**src/rtl/param_seq_fsm.sv**
```systemverilog
// param_seq_fsm -- parameterised state sequencer with one two-way branch.
//
// Steps through states 0..NUM_ST-1 and wraps to 0. From state BR_ST the
// sequence goes to BR_ST+1 when control=1, or skips to BR_ST+2 when
// control=0. Outputs are registered on the same edge as the state.
//
// Optional feature (macro SEQ_DWELL_EN): when defined, each state is held
// for DWELL enabled cycles before advancing. When undefined, every enabled
// cycle advances and DWELL is ignored. The port list is identical either way.
//
// Ports
//   clock   in   1   rising-edge clock
//   reset   in   1   asynchronous active-low reset
//   enable  in   1   advance qualifier; 0 holds state, y and dwell count
//   control in   1   branch select, used only when advancing out of BR_ST
//   y       out  YW  (state+1) truncated to YW bits, registered
//   state   out  SW  current state index
//   wrap    out  1   one-cycle pulse after the edge moving NUM_ST-1 -> 0
module param_seq_fsm #(
  parameter int NUM_ST = 4,
  parameter int YW     = 3,
  parameter int BR_ST  = 1,
  parameter int DWELL  = 1,
  localparam int SW    = $clog2(NUM_ST)
) (
  input  logic          clock,
  input  logic          reset,
  input  logic          enable,
  input  logic          control,
  output logic [YW-1:0] y,
  output logic [SW-1:0] state,
  output logic          wrap
);

  typedef logic [SW-1:0] st_t;

  localparam st_t LAST  = st_t'(NUM_ST - 1);
  localparam st_t BR    = st_t'(BR_ST);
  localparam st_t BR_T  = st_t'(BR_ST + 1);
  localparam st_t BR_S  = st_t'(BR_ST + 2);

  // Elaboration-time parameter sanity checks.
  if (NUM_ST < 3 || NUM_ST > 16) begin : g_bad_num_st
    $error("param_seq_fsm: NUM_ST out of range 3..16");
  end
  if (YW < 1 || YW > 8) begin : g_bad_yw
    $error("param_seq_fsm: YW out of range 1..8");
  end
  if (BR_ST < 0 || BR_ST > NUM_ST - 3) begin : g_bad_br_st
    $error("param_seq_fsm: BR_ST out of range 0..NUM_ST-3");
  end
  if (DWELL < 1 || DWELL > 255) begin : g_bad_dwell
    $error("param_seq_fsm: DWELL out of range 1..255");
  end

  st_t           cur;
  st_t           nxt;
  logic          adv;      // this enabled cycle moves to a new state
  logic          illegal;  // encoding outside 0..NUM_ST-1 (non power-of-two NUM_ST)
  logic [YW-1:0] y_nxt;

  // Zero-extended compare so power-of-two NUM_ST just folds to 0.
  assign illegal = (32'(cur) >= NUM_ST);

`ifdef SEQ_DWELL_EN
  logic [7:0] dcnt;        // enabled cycles already spent in cur
  assign adv = enable && (dcnt == 8'(DWELL - 1));
`else
  assign adv = enable;
`endif

  always_comb begin
    nxt = cur;
    if (illegal)
      nxt = '0;
    else if (adv) begin
      if (cur == BR)
        nxt = control ? BR_T : BR_S;
      else if (cur == LAST)
        nxt = '0;
      else
        nxt = cur + 1'b1;
    end
  end

  // One extra bit so the +1 never overflows before truncation to YW.
  assign y_nxt = YW'({1'b0, nxt} + 1'b1);

  always_ff @(posedge clock or negedge reset) begin
    if (!reset) begin
      cur  <= '0;
      y    <= YW'(1);
      wrap <= 1'b0;
`ifdef SEQ_DWELL_EN
      dcnt <= '0;
`endif
    end else begin
      cur  <= nxt;
      y    <= y_nxt;
      wrap <= !illegal && adv && (cur == LAST);
`ifdef SEQ_DWELL_EN
      if (illegal)
        dcnt <= '0;
      else if (enable)
        dcnt <= adv ? 8'd0 : 8'(dcnt + 8'd1);
`endif
    end
  end

  assign state = cur;

endmodule

```
**config.mk**
```make
export PLATFORM = sky130hd
export DESIGN_NAME = param_seq_fsm
export DESIGN_NICKNAME = d
export VERILOG_FILES = /design/src/rtl/param_seq_fsm.sv
export SDC_FILE = /design/constraint.sdc
export NUM_CORES = 1
export LEC_CHECK = 0
export CAP_MARGIN = 20
export CORE_AREA = 4 4 41 43
export DETAILED_ROUTE_END_ITERATION = 6
export DIE_AREA = 0 0 45 47
export SETUP_SLACK_MARGIN = 0.02
export SYNTH_ARGS = -nofsm -noshare
export SYNTH_HDL_FRONTEND = slang
export SYNTH_SLANG_ARGS = --single-unit
```
**constraint.sdc**
```tcl
create_clock -name clock -period 1.65 [get_ports clock]
set_input_delay 0.2475 -clock clock [delete_from_list [all_inputs] [get_ports clock]]
set_output_delay 0.2475 -clock clock [all_outputs]
set_load 0.05 [all_outputs]
```
### Word-level counts from Yosys, hierarchy flattened

Index checks and enable logic that the tools add are counted.
W data, S select, Z words.

* bits in registers: 6
* input port bits: 4
* logic and storage cells: 12

* $add $sub $neg: 2
* equality and inequality tests: 2
* mux-type cells: 4
* reductions and logical operators: 1

Operators with widths (count)
* $mux W2: 3
* $add A2 B1 Y3 const B: 1
* $add A2 B1 Y2 const B: 1
* $eq A2 B1 Y1 const B: 1
* $eq A2 B2 Y1 const B: 1
* $logic_and A1 B1 Y1: 1
* $mux W1: 1

### Longest topological paths before layout

Gate-level depths: netlist of run 1.

* depth in word-level cells: 5
* gate-level depth with buffers: 5
* gate-level depth less buffers: 5

### Worst setup path after synthesis of run 1

No wires, ideal clock.

* path kind: flip-flop to flip-flop
* start: register cur[0] (netlist: state[0])
* end: register y[1]
* data arrival time: 1.705 ns
* data required time: 1.568 ns
* slack: -0.137 ns
* cell stages (with the launch flop): 5
* buffers on the path: 0
* clock period less this slack: 1.787 ns
* cell sequence: dfrtp_1 -> ha_1 -> mux2_4 -> mux2_4 -> a22oi_2

* word-level cells in the longest chain between the ends: 5
* elaborated cells between the ends (all ways): 7
* those cells by class: add/sub (2); eq/ne (2); mux (3)

Ends and longest elaborated chain
* start, declared: RTL line 56 `st_t cur;`
* start signal, assigned: RTL line 98 `cur <= nxt;`
* $add A2 B1 Y2 or $eq A2 B2 Y1 (tied branches): RTL line 82, 79
* $mux W2: RTL line 79 `else if (cur == LAST)`
* $mux W2: RTL line 77 `if (cur == BR)`
* $mux W2 *: RTL line 76 `else if (adv) begin`
* $add A2 B1 Y3 *: RTL line 87 `assign y_nxt = YW'({1'b0, nxt} + 1'b1);`
* net y_nxt[1]: RTL line 60 `logic [YW-1:0] y_nxt;`
* end signal, assigned: RTL line 99 `y <= y_nxt;`
* end, declared: RTL line 30 `output logic [YW-1:0] y,`

Mark *: on every way through the listed nets, which the timed path passes. The rest lies on a longest branch.

### Worst setup path after layout of run 1

* start: register cur[1] (netlist: state[1])
* end: register y[1]

The elaborated chain is that of the path after synthesis.

==> results.yml, run 1 <==
outcome:
  outcome: "completed"
critical_path:
  startpoint: "state[1]"
  setup.worst_path.end_class: "register"
  cp_required_ns: 1.81
  critical_path.reg2reg.endpoint: "y[1]"
  worstPathMaxFanout: 5
  cp_data_arrival_time_ns: 1.69
  reg2reg_from: "state[1]"
  critPathLaunchType: "register"
  timing.setup.critical_path_class: "reg2reg"
  rr_worst_depth: 5
  r2r_slack_ns: 0.12
timing:
  timing.clock.skew_ns: 0.000401
  worst_slew_pin_slew_ns: 0.273
  post-route-min-period_ns: 1.53
  setup_repair_after_global_routing_missed_its_margin: "false"
  final_hold_viol_count: 0
  slew_headroom: 0.817
  hold_slack_ns: 0.235
  final_min_period_over_clock_period: 0.925
  fin_tns_setup_ns: 0
  slew_viol_final: 0
  max_clock_freq_mhz: 655
  timing.final.setup_violations: 0
global_route:
  pin_count_of_the_biggest_net_entering_global_routing: 9
  grt.met2_usage: 0.105
  gr-usage-met1: 0.0676
  grt_pass1_vias: 233
  grt_util_all_layers: 0.0685
  antenna_violations_before_repair: 0
  global_route.peak_usage_layer: "met2"
  grt_pass1_wl_um: 952
  grt_remaining_overflow: 0
  grt_util_met3: 0.0307
synth:
  ys_seq_elements: 6
  synth_top_flop_cell: "dfrtp_1"
  syn_avg_cell_area_sq_um: 11.4
  post-synth-top-area-fraction: 0.407
  syn_area_sq_um: 308
  yosysWarnings: 0
  synth_seq_area_share: 0.492
  synth_area_leader: "dfrtp_1"
  ys_async_rst_share: 1.00
  synth_fp_nets: 33
  synth.distinct_cells: 17
  synthesis.instances: 27
  synth_enable_flop_cells: 0
  synth.top_cells.by_area: "dfrtp_1 41%, mux2_4 9.8%, dfstp_2 8.5%"
cts:
  tritoncts: "done"
  clock_tree.buffer_depth: 2
  cts_hold_buffers: 0
  numCtsBuffers: 3
  cts.sink_count: 6
  clock_tree_root_buffer_cell: "clkbuf_4"
  insertion_delay_ns: 0.24
  cts.htree.levels: 1
  clkTransAtPathRegs_ns: 0.04
route:
  drt.antenna.violating_nets: 0
  drt_first_pass_iters: 1
  routed-via-count: 234
  post-route-drc-count: 0
  route.final.wire_length_um: 608
  routed_via_density: 4.25
  first_iter_violations: 0
  wire_per_inst_um: 11.1
final_layout:
  design.final.nets: 47
  fill_cells: 153
  area_growth_syn_to_layout_pct: 41.5
  final-instance-count-excl-fill: 55
  drive_gt1_frac: 0.425
  antenna_cells: 0
  multi_input_area_sq_um: 150
  final-seq-area_sq_um: 154
hold_path:
  hp-class: "in2async"
placed_design:
  numPortBuffers: 9
  routabilityCongestion: 0.776
  post-dp-hpwl_um: 501
  dpl.cell_count: 51
die:
  design.die.area_sq_mm: 0.00212
  die-height_um: 47
  initial_utilization: 0.237
  fp-row-count: 13
  boundaryPins: 10
  die_w_um: 45
  coreArea_sq_mm: 0.00130
flow_run:
  cap_viol_max_count: 0
repair_timing:
action / 4_1_cts / 5_1_grt
buffers inserted: 0 / 0
endpoints found under the setup margin: 0 / 1
resized for setup: 0 / 1
layout make-up:
type,instances,area share
Clock buffer,4,0.0603
Inverter,3,0.0259
Multi-Input combinational cell,18,0.345
Sequential cell,6,0.353
Tap cell,15,0.0431
Timing Repair Buffer,9,0.172
critical path, stage by stage, from the launching register on:
cell and delay, ns:
dfrtp_2 0.43, inv_1 0.07, ha_1 0.21, mux2_4 0.31, mux2_4 0.26, a22oi_2 0.17
Yosys cell counts (2+ instances only):
cell and instances:
nor2b_1 2, ha_1 2, inv_1 3, nor3_1 2
dfrtp_1 5, mux2_4 2
through the flow:
step | util | area (sq um) | setup WS, ns
after global routing | 0.335 | 435 | 0.0602
after global placement | 0.311 | 404 | 0.101
after CTS | 0.331 | 430 | 0.118
after floorplan | - | 310 | 0.0407
final | 0.335 | 435 | 0.123
after detailed placement | 0.311 | 404 | 0.0557
worst max-delay path by stage:
stage,endpoint,cells after the start
3_3_place_gp,y[2],4
5_1_grt,y[1],5
3_5_place_dp,y[2],4
4_1_cts,y[1],5
2_1_floorplan,y[1],5
6_report,y[1],5
cells in the final DEF (no fill, tap or decap), drive strengths merged:
| master | netlist | routed |
|---|---|---|
| o31ai | 1 | 1 |
| nor2b | 2 | 2 |
| and2 | 1 | 1 |
| mux2 | 2 | 2 |
| a22oi | 1 | 1 |
| nor3 | 2 | 2 |
| o21ai | 1 | 1 |
| o211ai | 1 | 1 |
| nor2 | 1 | 1 |
| nand2 | 1 | 1 |
| a211o | 1 | 1 |
| inv | 3 | 3 |
| dfstp | 1 | 1 |
| or2 | 1 | 1 |
| clkdlybuf4s50 | 0 | 3 |
| nand2b | 1 | 1 |
| clkbuf | 0 | 4 |
| buf | 0 | 6 |
| ha | 2 | 2 |
| dfrtp | 5 | 5 |
sequential cells by signal (all words and copies together) (netlist names):
name and cells:
y 3, state 2, wrap 1
layer usage:
metal,up-vias,part of all wire
met1,106,0.37
met4,0,0
li1,118,-
met5,-,0
met3,0,0.13
met2,10,0.50
logic make-up (layout without fill, tap and decap cells):
logic type,after synthesis,in the layout,synth area share
AO/OA/AOI/OAI,5,5,0.134
adder cells (fa/ha/maj),2,2,0.0813
buffers and inverters,3,16,0.0366
flip-flops,6,6,0.492
multiplexers,2,2,0.0976
AND/OR/NAND/NOR,9,9,0.159
Power of run 1 is left out: the tool's default activity adds up to more than one toggle a clock period on the data nets, which glitch-free logic cannot reach.
==> run 2, diff against run 1 <==
--- a/config.mk
+++ b/config.mk
@@ -9,6 +9,7 @@
 export CORE_AREA = 4 4 41 43
 export DETAILED_ROUTE_END_ITERATION = 6
 export DIE_AREA = 0 0 45 47
+export PLACE_DENSITY = 0.43
 export SETUP_SLACK_MARGIN = 0.02
 export SYNTH_ARGS = -nofsm -noshare
 export SYNTH_HDL_FRONTEND = slang
==> run 2 against run 1 <==
Effect of this change: core utilization up 1.2 points; critical path depth down 1; clock-buffer cell count unchanged; flip-flop and latch count unchanged; final cell count up 1.8%; routed wire length up 3.0%; hold slack better by 0.0022 ns; global-route usage up 0.48 points; via count up 7.3%; non-clock buffer count up 1; sequential share of layout area down 1.2 points; highest routed layer is now met4.
==> results.yml, run 2 (synthesized netlist as in run 1, its figures left out) <==
outcome:
  outcome: "completed"
final_layout:
  flip_flop_count_of_the_largest_register_all_copies_and_words_added: 3
  most-common-layout-cells: "6 x buf_4, 3 x inv_1, 3 x clkbuf_4, 3 x clkdlybuf4s50_1, 3 x dfrtp_1"
  max_flop_register: "y"
  antenna_cells: 0
  layout_commonest_cell: "buf_4"
  final_core_utilization: 0.346
  area_growth_syn_to_layout_pct: 46.3
  design.final.nets: 48
  final_cell_area_sq_um: 450
  drive_gt1_frac: 0.415
timing:
  setup_repair_after_global_routing_missed_its_margin: "false"
  max_clock_freq_mhz: 655
  timing.clock.skew_ns: 0.00594
  slew_viol_final: 0
  timing.final.setup_violations: 0
  post-route-min-period_ns: 1.53
  fin_tns_setup_ns: 0
  final_hold_viol_count: 0
  slew_headroom: 0.822
  final_min_period_over_clock_period: 0.925
  worst_slew_pin_slew_ns: 0.267
global_route:
  grt_util_all_layers: 0.0734
  grt_pass1_vias: 253
  grt_pass1_wl_um: 986
  pin_count_of_the_biggest_net_entering_global_routing: 9
  grt_remaining_overflow: 0
  antenna_violations_before_repair: 0
cts:
  post_cts_buffers: 0
  clock_tree.buffer_depth: 2
  tritoncts: "done"
  insertion_delay_ns: 0.24
  cts.htree.levels: 1
  ctsResizeCount: 0
  numCtsBuffers: 3
  cts.sink_count: 6
  clock_tree_root_buffer_cell: "clkbuf_4"
  clkTransAtPathRegs_ns: 0.05
  cts_hold_buffers: 0
die:
  die-height_um: 47
  fp-row-count: 13
  design.die.area_sq_mm: 0.00212
  die_w_um: 45
  boundaryPins: 10
  initial_utilization: 0.237
  coreArea_sq_mm: 0.00130
critical_path:
  timing.setup.critical_path_class: "reg2reg"
  critical_path.cell_chain: "ha_1 > mux2_4 > mux2_4 > a22oi_2"
  cell_family_contributing_the_most_delay_on_the_critical_path: "multiplexers"
  setup.worst_path.end_class: "register"
  cp_data_arrival_time_ns: 1.68
  reg2reg_from: "state[0]"
  critPathLaunchType: "register"
  critical_path.reg2reg.endpoint: "y[1]"
  crit_buf_inv: 0
  timing.critical_path.mode_cell: "mux2_4"
  critical_path_max_stage_delay_ns: 0.45
  r2r_slack_ns: 0.12
  cp_required_ns: 1.81
  worstPathMaxFanout: 7
  rr_worst_depth: 4
  cp_num_cells: 4
  critical-path-slowest-cell: "dfrtp_2"
placed_design:
  numPortBuffers: 9
  placement.cell_area_sq_um: 424
  routabilityCongestion: 0.828
route:
  wl_met1_um: 241
  post-route-drc-count: 0
  drt.antenna.violating_nets: 0
  met2WireLength_um: 321
  routed-via-count: 251
  route.final.wire_length_um: 626
  drt_first_pass_iters: 2
  top_signal_layer_used: "met4"
  wl_met3_um: 43
  first_iter_violations: 5
  routed_via_density: 4.48
  wire_per_inst_um: 11.2
hold_path:
  hp-class: "in2async"
flow_run:
  cap_viol_max_count: 0
-- run 2: changes by cell type in the layout (fill, tap and decap cells not counted), sizes merged --
cell and change:
buf +1
-- run 2: per-stage QoR --
stage | setup slack [ns] | std cells | hold slack (ns)
2_1_floorplan | 0.0407 | 27 | -0.0481
3_3_place_gp | 0.141 | 52 | 0.510
3_5_place_dp | 0.126 | 52 | 0.496
4_1_cts | 0.114 | 56 | 0.236
5_1_grt | 0.0396 | 56 | 0.254
6_report | 0.123 | 56 | 0.237
-- run 2: worst max-delay path by stage --
stage          startpoint  endpoint
3_5_place_dp     state[1]      y[1]
6_report         state[0]      y[1]
4_1_cts          state[1]      y[1]
5_1_grt          state[1]      y[1]
3_3_place_gp       enable      y[2]
2_1_floorplan    state[1]      y[1]
-- run 2: cell type report --
type	count	area [sq um]
Clock buffer	4	26.3
Fill cell	141	851
Inverter	3	11.3
Multi-Input combinational cell	18	145
Sequential cell	6	154
Tap cell	15	18.8
Timing Repair Buffer	10	95.1
-- run 2: metal layers --
layer | track usage | vias to the layer above
li1 | - | 121
met1 | 0.0607 | 118
met2 | 0.124 | 10
met3 | 0.00383 | 2
met4 | 0.123 | 0
met5 | 0 | -
Power of run 2 is left out for the same reason.
